## src/rtl/button_press_pulser.sv

```systemverilog
// Debounced one-hot button decoder: press/release/long-press pulses and a held level.
// Optional auto-repeat of the press pulse while held: define BUTTON_AUTO_REPEAT_EN.
module button_press_pulser #(
    parameter int unsigned FCLK      = 20000000,
    parameter int unsigned HOLD_MS   = 500,
    parameter int unsigned REPEAT_MS = 100
) (
    input  logic       i_clk_mhz,
    input  logic       i_rst_mhz,
    input  logic [3:0] i_btns_deb,
    output logic [3:0] o_btn_pulse,
    output logic [3:0] o_btn_release,
    output logic [3:0] o_btn_long,
    output logic [3:0] o_btn_held
);

    localparam int unsigned C_HOLD = FCLK / 1000 * HOLD_MS;
`ifdef BUTTON_AUTO_REPEAT_EN
    localparam int unsigned C_REP = FCLK / 1000 * REPEAT_MS;
`endif

    if (FCLK < 1000) begin : g_chk_fclk
        $error("FCLK must be >= 1000");
    end
    if (HOLD_MS < 1) begin : g_chk_hold
        $error("HOLD_MS must be >= 1");
    end
    if (REPEAT_MS < 1) begin : g_chk_rep
        $error("REPEAT_MS must be >= 1");
    end

    typedef enum logic [1:0] {
        ST_WAIT_ZERO,
        ST_IDLE,
        ST_PRESS,
        ST_HOLD
    } state_t;

    state_t      state;
    logic [3:0]  s_code;
    int unsigned timer;
    logic        in_onehot;
    logic        in_zero;
    logic        in_changed;

    always_comb begin
        in_zero    = (i_btns_deb == 4'd0);
        in_onehot  = !in_zero && ((i_btns_deb & (i_btns_deb - 4'd1)) == 4'd0);
        in_changed = (i_btns_deb != s_code);
    end

    always_ff @(posedge i_clk_mhz) begin
        if (i_rst_mhz) begin
            state         <= ST_WAIT_ZERO;
            s_code        <= '0;
            timer         <= 0;
            o_btn_pulse   <= '0;
            o_btn_release <= '0;
            o_btn_long    <= '0;
            o_btn_held    <= '0;
        end else begin
            o_btn_pulse   <= '0;
            o_btn_release <= '0;
            o_btn_long    <= '0;
            o_btn_held    <= '0;
            case (state)
                ST_WAIT_ZERO: begin
                    if (in_zero) begin
                        state <= ST_IDLE;
                        timer <= 0;
                    end
                end
                ST_IDLE: begin
                    if (in_onehot) begin
                        s_code      <= i_btns_deb;
                        o_btn_pulse <= i_btns_deb;
                        state       <= ST_PRESS;
                        timer       <= 0;
                    end else if (!in_zero) begin
                        state <= ST_WAIT_ZERO;
                        timer <= 0;
                    end
                end
                ST_PRESS: begin
                    // Release is tested first so it wins over the long-press threshold.
                    if (in_changed) begin
                        o_btn_release <= s_code;
                        state         <= in_zero ? ST_IDLE : ST_WAIT_ZERO;
                        timer         <= 0;
                    end else if (timer == C_HOLD - 1) begin
                        o_btn_long <= s_code;
                        state      <= ST_HOLD;
                        timer      <= 0;
                    end else begin
                        timer <= timer + 1;
                    end
                end
                ST_HOLD: begin
                    if (in_changed) begin
                        o_btn_release <= s_code;
                        state         <= in_zero ? ST_IDLE : ST_WAIT_ZERO;
                        timer         <= 0;
                    end else begin
                        o_btn_held <= s_code;
`ifdef BUTTON_AUTO_REPEAT_EN
                        if (timer == C_REP - 1) begin
                            o_btn_pulse <= s_code;
                            timer       <= 0;
                        end else begin
                            timer <= timer + 1;
                        end
`endif
                    end
                end
                default: begin
                    state <= ST_WAIT_ZERO;
                    timer <= 0;
                end
            endcase
        end
    end

endmodule

```

## config.mk

```make
export PLATFORM = sky130hd
export DESIGN_NAME = button_press_pulser
export DESIGN_NICKNAME = d
export VERILOG_FILES = /design/src/rtl/button_press_pulser.sv
export SDC_FILE = /design/constraint.sdc
export NUM_CORES = 1
export LEC_CHECK = 0
export BUFFER_PORTS_ARGS = -buffer_cell sky130_fd_sc_hd__buf_2
export CAP_MARGIN = 40
export CORE_MARGIN = 5
export CORE_UTILIZATION = 55
export DETAILED_ROUTE_END_ITERATION = 12
export PLACE_DENSITY = 0.79
export SLEW_MARGIN = 40
export SYNTH_ARGS = -nofsm -noshare
export SYNTH_HDL_FRONTEND = slang
export SYNTH_SLANG_ARGS = --single-unit
```

## constraint.sdc

```tcl
create_clock -name i_clk_mhz -period 3.98 [get_ports i_clk_mhz]
set_input_delay 0.398 -clock i_clk_mhz [delete_from_list [all_inputs] [get_ports i_clk_mhz]]
set_output_delay 0.398 -clock i_clk_mhz [all_outputs]
set_load 0.02 [all_outputs]
```

==> metrics <==
delay-heaviest family, CP=compound AO/OA/AOI/OAI gates; Num CTS Buffers=5; DRC viols=0; maximum clock frequency=382 MHz; vias in the first global route=1970; Worst-Margin Slew=0.820 ns; fin crit period=2.62 ns; P&R area growth vs syn=8.12%; row count=25; Post-CTS Setup Bufs=0; initial antenna violation count=0; Setup CP Type=flip-flop to flip-flop; die width=78.6 um; WHS Path Cells=3; die area=6180 sq um; worst skew pair latency=0.32 ns; IO Port Bufs=21; Final setup viols=0; EDFF count, synth=0; Synth top area share=41.8%; post-route ant nets=0; Fill cells=405; status=complete, no violations; gr usage total=18.8%; vias=2233; Critical-path top delay cell=a31o_2; CP max stage delay=0.65 ns; TNS Setup=0 ns; Setup crit end kind=flip-flop; CTS Root Cell=clkbuf_8; relative slew slack=45.3%; crit-path cells=xor2_1 -> nor4_1 -> a31o_2 -> a21oi_2 -> buf_4 -> a211oi_1; clk slew on worst S/H paths=0.10 ns; Top Metal Used=met4; RSZ-0062 raised after global routing=no; met3 wire len=160 um; Worst R2R Start=s_code[1]; synth top area cells=dfxtp_1 42%, a211oi_1 8.1%, or4_1 7.0%; total nets after synthesis=289; R2R setup slack=1.36 ns; Hold Path Sink=s_code[1]; Avg Inst Size Synth=9.18 sq um; Final #Nets=300; Synth Register Bits=54; startpoint types=flip-flop; htree depth=2; leak pwr=0.928 nW; CTS tree=built; WP buf/inv=1; post-placement setup slack=1.19 ns; tightest hold margin=0.385 ns; CP max FO=32; Wirelength per Cell=15.2 um; diode count=0; Post-Syn Area=2590 sq um; CTS sink cnt=54; post-CTS sizing=0; layout cells sized above 1=15.3%; Tot Pwr=893 uW; Critical R2R Capture=timer[10]; Final Hold Viols=0; ys flop type=dfxtp_1; Pwr Density=319 nW/um^2; min-delay src=i_btns_deb[1]; Final period util=65.8%; hold crit path type=primary input to flip-flop; initial core utilization=55.5%; dominant cell by count in the synthesized netlist=dfxtp_1; GRT Residual Overflow=0; GPL Wtd Cong=0.826; DPL Wire Length=3490 um; worst ir drop on vdd=0.199 mV; met1 wire length=2620 um; worst path required time=4.21 ns; Synthesis Warnings=0; core region area=4660 sq um; quantity of hold-fixing buffers added after cts=0; deepest clock path buffer count=2; Final Max Tran Viols=0; largest area contributor in the netlist=dfxtp_1; setup ws final=1.36 ns; Die H=78.6 um; total of max-cap violations=0; Mapped Cells=282; Cell variety after synth=43; DRT Pass-1 Iters=4; worst path arrival time=2.85 ns; commonest cells in the netlist=54 x dfxtp_1, 28 x a211oi_1, 24 x or4_1, 22 x o31ai_1, 17 x and2_1; largest net degree at the start of global routing=44; Post-Route WL=5290 um; R2R cell count=6; violation count after the first detailed-route iteration=179; WL met2=2440 um; Async SR Flop Fraction=0%; vias per cell=6.42; sequential cell area fraction in the yosys report=41.8%; Setup Skew=0.00649 ns; io pins=22; global-route wire length before repair=9410 um
-- flip-flops by register name, summed over array words and instances (netlist names) --
| signal | flops |
|---|---|
| timer | 32 |
| o_btn_held | 4 |
| o_btn_long | 4 |
| o_btn_pulse | 4 |
| o_btn_release | 4 |
| s_code | 4 |
| state | 2 |
-- worst max path at each step --
stage,to,startpoint,cells after the start
detailed placement,timer[10],i_btns_deb[3],7
global route,timer[16],s_code[1],6
CTS,timer[10],s_code[1],6
floorplan,timer[21],i_btns_deb[3],6
global placement,timer[2],i_btns_deb[3],7
finish,timer[10],s_code[1],6
-- area by class of cell --
type	count	area (sq um)	share of cell area (%)
Multi-Input combinational cell	201	1410	50.2
Sequential cell	54	1080	38.6
Timing Repair Buffer	23	120	4.29
Clock buffer	5	68.8	2.46
Tap cell	54	67.6	2.41
Inverter	8	30.0	1.07
Clock inverter	3	25.0	0.894
-- logic make-up (layout without fill, tap and decap cells) --
group | count (synthesis) | count (layout) | synth area share [%]
buffers and inverters | 27 | 39 | 4.11
AOI/OAI and AO/OA | 69 | 69 | 19.6
xor gates and xnor gates | 7 | 7 | 2.37
adders and majority gates | 1 | 1 | 0.483
DFF | 54 | 54 | 41.8
and+or+nand+nor | 118 | 118 | 29.3
muxes | 6 | 6 | 2.32
-- report_power, final --
part	internal (mW)	switching (mW)	total, mW
sequential	0.541	0.00121	0.542
clock	0.127	0.193	0.320
combinational	0.00782	0.0231	0.0309
total	0.676	0.217	0.893
-- tightest hold or removal path, stage by stage --
cell	delay, ns
buf_2	0.12
mux2i_1	0.07
nor2_1	0.07
-- cell usage in the layout, fill, tap and decap left out, types with 3 or more instances in the layout --
| master | n |
|---|---|
| or3_1 | 5 |
| a21oi_1 | 3 |
| nand2_1 | 13 |
| or4_1 | 24 |
| nor3_1 | 4 |
| a211oi_1 | 28 |
| dfxtp_1 | 54 |
| o31ai_1 | 22 |
| mux2i_1 | 6 |
| and3_1 | 3 |
| and2_1 | 17 |
| and4_1 | 3 |
| o21ai_0 | 6 |
| buf_2 | 21 |
| nor2_1 | 6 |
| nand3_1 | 13 |
| nand4_1 | 8 |
| inv_1 | 8 |
| clkbuf_8 | 5 |
| nor4_1 | 5 |
| xor2_1 | 6 |
-- stage by stage --
step	utilization [%]	cell area, sq um	instances
final	60.1	2800	348
after global routing	60.1	2800	348
after CTS	60.1	2800	348
after detailed placement	58.0	2710	340
after global placement	58.0	2700	340
after floorplan	-	2590	282
-- metal layers --
layer / vias to the layer above / GRT usage, %
met3: 7 / 4.82
met4: 0 / 5.77
met5: - / 0
li1: 1126 / -
met1: 1069 / 26.4
met2: 31 / 28.3
(Power assumes the default switching activity.)
